==> config.mk <==
export PLATFORM = sky130hd
export DESIGN_NAME = fifo_stream_reader_flat
export DESIGN_NICKNAME = d
export VERILOG_FILES = /design/src/rtl/fifo_rd_pkg.sv /design/src/rtl/fifo_stream_reader_if.sv /design/src/rtl/fifo_skid_buf.sv /design/src/rtl/fifo_stream_reader.sv /design/src/flat_wrapper.sv
export SDC_FILE = /design/constraint.sdc
export NUM_CORES = 1
export LEC_CHECK = 0
export ABC_AREA = 1
export BUFFER_PORTS_ARGS = -buffer_cell sky130_fd_sc_hd__buf_2
export CAP_MARGIN = 0
export CORE_UTILIZATION = 50
export CTS_BUF_LIST = sky130_fd_sc_hd__clkbuf_2 sky130_fd_sc_hd__clkbuf_4 sky130_fd_sc_hd__clkbuf_8
export CTS_CLUSTER_DIAMETER = 30
export DETAILED_ROUTE_END_ITERATION = 6
export HOLD_SLACK_MARGIN = 0.05
export PLACE_DENSITY = 0.76
export SYNTH_ARGS = -nofsm -noshare
export SYNTH_HDL_FRONTEND = slang
export SYNTH_SLANG_ARGS = --single-unit
==> constraint.sdc <==
create_clock -name clk -period 4.5 [get_ports clk]
set_clock_uncertainty 0.05 [all_clocks]
set_input_delay 1.35 -clock clk [delete_from_list [all_inputs] [get_ports clk]]
set_output_delay 1.35 -clock clk [all_outputs]
set_load 0.03 [all_outputs]
==> src/rtl/fifo_rd_pkg.sv <==
// fifo_rd_pkg: shared sizing and pointer helper for the FIFO stream reader
package fifo_rd_pkg;
    localparam int DEF_DATA_WIDTH = 8;
    localparam int SKID_DEPTH = 3;
    localparam int PTR_W = 2;
    localparam int OCC_W = 2;
    function automatic logic [PTR_W-1:0] next_ptr(input logic [PTR_W-1:0] p);
        return (p == PTR_W'(SKID_DEPTH - 1)) ? '0 : p + PTR_W'(1);
    endfunction
endpackage

==> src/rtl/fifo_stream_reader_if.sv <==
// fifo_stream_reader_if: valid/ready stream carrying FIFO words downstream
interface fifo_stream_reader_if #(parameter int DATA_WIDTH = 8);
    logic [DATA_WIDTH-1:0] data;
    logic valid;
    logic ready;
    modport master(output data, valid, input ready);
    modport slave(input data, valid, output ready);
endinterface

==> src/rtl/fifo_skid_buf.sv <==
// fifo_skid_buf: 3-entry circular buffer absorbing the FIFO read latency
module fifo_skid_buf import fifo_rd_pkg::*; #(
    parameter int DATA_WIDTH = DEF_DATA_WIDTH
) (
    input  logic                  clk,
    input  logic                  rst,
    input  logic                  push,
    input  logic                  pop,
    input  logic [DATA_WIDTH-1:0] push_data,
    output logic [DATA_WIDTH-1:0] head_data,
    output logic [OCC_W-1:0]      occ
);
    logic [DATA_WIDTH-1:0] mem [SKID_DEPTH];
    logic [PTR_W-1:0] head, tail;
    always_ff @(posedge clk or negedge rst) begin
        if (!rst) begin
            mem  <= '{default: '0};
            head <= '0;
            tail <= '0;
            occ  <= '0;
        end else begin
            if (push) begin
                mem[tail] <= push_data;
                tail      <= next_ptr(tail);
            end
            if (pop) head <= next_ptr(head);
            occ <= occ + OCC_W'(push) - OCC_W'(pop);
        end
    end
    assign head_data = mem[head];
endmodule

==> src/rtl/fifo_stream_reader.sv <==
// fifo_stream_reader: drains a sync FIFO into a valid/ready stream with credit-based reads
module fifo_stream_reader import fifo_rd_pkg::*; #(
    parameter int DATA_WIDTH = DEF_DATA_WIDTH,
    parameter int CNT_WIDTH  = 16
) (
    input  logic                  clk,
    input  logic                  rst,
    input  logic                  en,
    input  logic                  count_clr,
    input  logic                  fifo_empty,
    input  logic [DATA_WIDTH-1:0] fifo_data,
    output logic                  fifo_rd_cs,
    output logic                  fifo_rd_en,
    fifo_stream_reader_if.master  m,
    output logic [CNT_WIDTH-1:0]  rd_count,
    output logic                  busy
);
    logic infl;
    logic pop;
    logic [OCC_W-1:0] occ;
    assign fifo_rd_cs = en && rst;
    // a read is only issued when a buffer slot is reserved for it
    assign fifo_rd_en = fifo_rd_cs && !fifo_empty && ((3'(occ) + 3'(infl)) < 3'(SKID_DEPTH));
    assign m.valid    = occ != '0;
    assign pop        = m.valid && m.ready;
    assign busy       = infl || m.valid;
    always_ff @(posedge clk or negedge rst) begin
        if (!rst) begin
            infl     <= 1'b0;
            rd_count <= '0;
        end else begin
            infl     <= fifo_rd_en;
            rd_count <= count_clr ? '0 : rd_count + CNT_WIDTH'(pop);
        end
    end
    fifo_skid_buf #(.DATA_WIDTH(DATA_WIDTH)) u_buf (
        .clk       (clk),
        .rst       (rst),
        .push      (infl),
        .pop       (pop),
        .push_data (fifo_data),
        .head_data (m.data),
        .occ       (occ)
    );
endmodule
==> src/flat_wrapper.sv <==
// flat-port wrapper written by rule: the top's interface ports become plain ports
module fifo_stream_reader_flat import fifo_rd_pkg::*;
#(
    parameter int DATA_WIDTH = DEF_DATA_WIDTH,
    parameter int CNT_WIDTH  = 16
)
  (clk, rst, en, count_clr, fifo_empty, fifo_data, fifo_rd_cs, fifo_rd_en, rd_count, busy, m_data, m_valid, m_ready);
  fifo_stream_reader_if #(.DATA_WIDTH(DATA_WIDTH)) m_i ();
  input  logic clk;
  input  logic rst;
  input  logic en;
  input  logic count_clr;
  input  logic fifo_empty;
  input  logic [DATA_WIDTH-1:0] fifo_data;
  output logic fifo_rd_cs;
  output logic fifo_rd_en;
  output logic [CNT_WIDTH-1:0] rd_count;
  output logic busy;
  output wire logic [$bits(m_i.data)-1:0] m_data;
  output wire logic [$bits(m_i.valid)-1:0] m_valid;
  input wire logic [$bits(m_i.ready)-1:0] m_ready;
  assign m_data = m_i.data;
  assign m_valid = m_i.valid;
  assign m_i.ready = m_ready;
  fifo_stream_reader #(.DATA_WIDTH(DATA_WIDTH), .CNT_WIDTH(CNT_WIDTH)) u_core (.clk(clk), .rst(rst), .en(en), .count_clr(count_clr), .fifo_empty(fifo_empty), .fifo_data(fifo_data), .fifo_rd_cs(fifo_rd_cs), .fifo_rd_en(fifo_rd_en), .m(m_i), .rd_count(rd_count), .busy(busy));
endmodule
==> results.yml <==
status:
  status: "finished clean"
power:
  power_density_nw_per_um2: 587
  vdd_drop_max_v: 0.000326
  p_leak_nw: 1.47
logic_synthesis:
  avgSynthCellArea_um2: 8.59
  yosys_warnings: 0
  yosysMostFrequentCell: "nand2_1"
  syn_nets: 303
  ys_types: 23
  yosys.area.top_type: "dfrtp_1"
  ys.flop_type: "dfrtp_1"
  netlist_area_um2: 2430
  ys_ff_latch: 47
  yosys-top-cells-count: "81 x nand2_1, 47 x dfrtp_1, 39 x inv_1"
  synth_edf_count: 0
  syn_inst: 283
  synth_top_area_share_pct: 48.4
  async_flop_share_pct: 100
  ys_seq_area_share_pct: 48.4
  synth_area_leaders: "dfrtp_1 48%, nand2_1 13%, o21ai_2 8.6%, inv_1 6.0%, nor2_1 3.5%"
die:
  ios: 42
  die_area_um2: 5150
  die_x_um: 71.7
  core_region_area_um2: 4690
  initial_utilization_pct: 51.8
  rows: 25
  die_h_um: 71.7
routing:
  vias_per_cell: 4.89
  antenna_left: 0
  drt_first_pass_iters: 4
  drtIter0Drc: 98
  drcViolationCount: 0
  vias: 1869
  routed_wl_um: 4560
  wl_per_cell_um: 11.9
clock_tree:
  cts_tree: "built"
  clock-sinks: 47
  cts.clk_slew.worst_paths_ns: 0.08
  hold_buffers: 0
  cts_max_level: 2
  postCtsSetupBuffers: 0
  numCtsBuffers: 5
  cts_buffer_depth: 2
  cts_resized: 0
  root_buffer: "clkbuf_8"
  clk_latency_ns: 0.30
global_route:
  antenna_found_initial: 0
  grt_pass1_wl_um: 8070
  grt_pass1_vias: 1832
  grt_max_degree: 48
  grt_overflow: 0
  grtUsageTotal_pct: 20.3
hold_path:
  hp-class: "flop to flop"
  hold_depth: 2
finish:
  syn_to_final_growth_pct: 14.3
  layout.cells.non_filler: 382
  design_area_um2: 2780
  final_layout_size_suffix_gt1_share_pct: 28.4
  num_antenna_cells: 0
  num-nets-final: 348
sta:
  report.final.slew_viol_count: 0
  tightestPinTransition_ns: 0.584
  min_period_ns: 3.36
  whs_ns: 0.435
  rsz0062_at_grt: "no"
  fin_setup_tns_ns: 0
  max_freq_mhz: 298
  fin_ws_ns: 1.14
  setup_violations: 0
  finalHoldViolations: 0
  slew_headroom_pct: 60.9
  period_share_pct: 74.7
worst_setup_path:
  end_kind: "output pin"
  startpoint_type: "primary input"
  arrival_ns: 1.96
  cp.required_ns: 3.10
  r2r_cells: 12
  critPathKind: "primary input to output pin"
  crit_fanout: 2
placement:
  dp_slack_ns: 1.14
  placed_area_um2: 2670
  gp_congestion: 0.804
  placedCellCount: 375
  dp_hpwl_um: 3190
  portBuffers: 41
run:
  maxCapViolCount: 0
[kinds of logic (layout without fill, tap and decap cells)]
family                     count (synthesis)  count (layout)  synth area share [%]
adders and majority gates                  6               6                  3.09
xor gates and xnor gates                   5               5                  1.80
buffers and inverters                     44              89                  7.77
AOI/OAI and AO/OA                         43              43                  13.0
DFF                                       47              47                  48.4
and+or+nand+nor                          138             138                  26.0
[power breakdown]
| part | leakage (nW) | internal [W] | switching (W) |
|---|---|---|---|
| Sequential | 0.588 | 0.000565 | 0.0000899 |
| Clock | 0.0547 | 0.000169 | 0.000134 |
| Combinational | 0.830 | 0.000224 | 0.000451 |
[per-layer routing]
layer / vias up / track usage (%) / part of all wire [%]
li1: 968 / - / -
met1: 847 / 24.4 / 44
met2: 43 / 36.1 / 50
met3: 11 / 3.66 / 4.2
met4: 0 / 7.84 / 1.9
met5: - / 0 / 0
[final timing paths]
path,slack [ns],to,start
worst max-delay path,1.14,fifo_rd_en,fifo_empty
max in group asynchronous,2.89,u_core.rd_count[9]$_DFF_PN0_,rst
worst min-delay path,0.44,u_core.u_buf.mem[9]$_DFFE_PN0P_,u_core.u_buf.mem[9]$_DFFE_PN0P_
worst max register to register,2.72,u_core.rd_count[13]$_DFF_PN0_,u_core.u_buf.occ[1]$_DFF_PN0_
worst min register to register,0.44,u_core.u_buf.mem[9]$_DFFE_PN0P_,u_core.u_buf.mem[9]$_DFFE_PN0P_
min in group asynchronous,1.08,u_core.u_buf.occ[1]$_DFF_PN0_,rst
[flip-flops by register name (all words and copies together) (netlist names)]
name,cells
u_core.u_buf.mem,24
u_core.rd_count,16
u_core.u_buf.head,2
u_core.u_buf.occ,2
u_core.u_buf.tail,2
u_core.infl,1
[per-stage QoR]
stage          utilization (%)  total power (W)
5_1_grt                   59.3          0.00176
6_report                  59.3          0.00163
4_1_cts                   59.3          0.00166
2_1_floorplan                -          0.00117
3_3_place_gp              57.0          0.00133
3_5_place_dp              57.0          0.00135
[final cells by class]
type / instances / area, um2
Multi-Input combinational cell: 192 / 1070
Sequential cell: 47 / 1180
Timing Repair Buffer: 42 / 213
Tap cell: 54 / 67.6
Clock buffer: 6 / 76.3
Inverter: 40 / 150
Fill cell: 435 / 1910
Clock inverter: 1 / 30.0
[worst max-delay path: stages]
cell	delay [ns]
buf_2	0.09
nor2_1	0.10
nand2_1	0.06
a21oi_1	0.14
buf_2	0.22
[layout by cell type, fill, tap and decap left out]
| master | count |
|---|---|
| nand3_1 | 14 |
| nor2_4 | 3 |
| ha_1 | 6 |
| o21ai_0 | 9 |
| nor2_1 | 23 |
| buf_2 | 41 |
| clkbuf_4 | 1 |
| nand2_2 | 9 |
| bufinv_16 | 1 |
| dfrtp_1 | 47 |
| o21ai_1 | 1 |
| o21ai_2 | 24 |
| inv_2 | 1 |
| xnor2_1 | 1 |
| o21a_1 | 1 |
| inv_1 | 39 |
| xor2_1 | 4 |
| nor2_2 | 3 |
| buf_4 | 1 |
| o21bai_2 | 1 |
| nand2_1 | 81 |
| nor3_1 | 2 |
| a21oi_1 | 6 |
| o21bai_1 | 1 |
| clkbuf_8 | 5 |
| nand3_4 | 3 |
(Power assumes the default switching activity.)
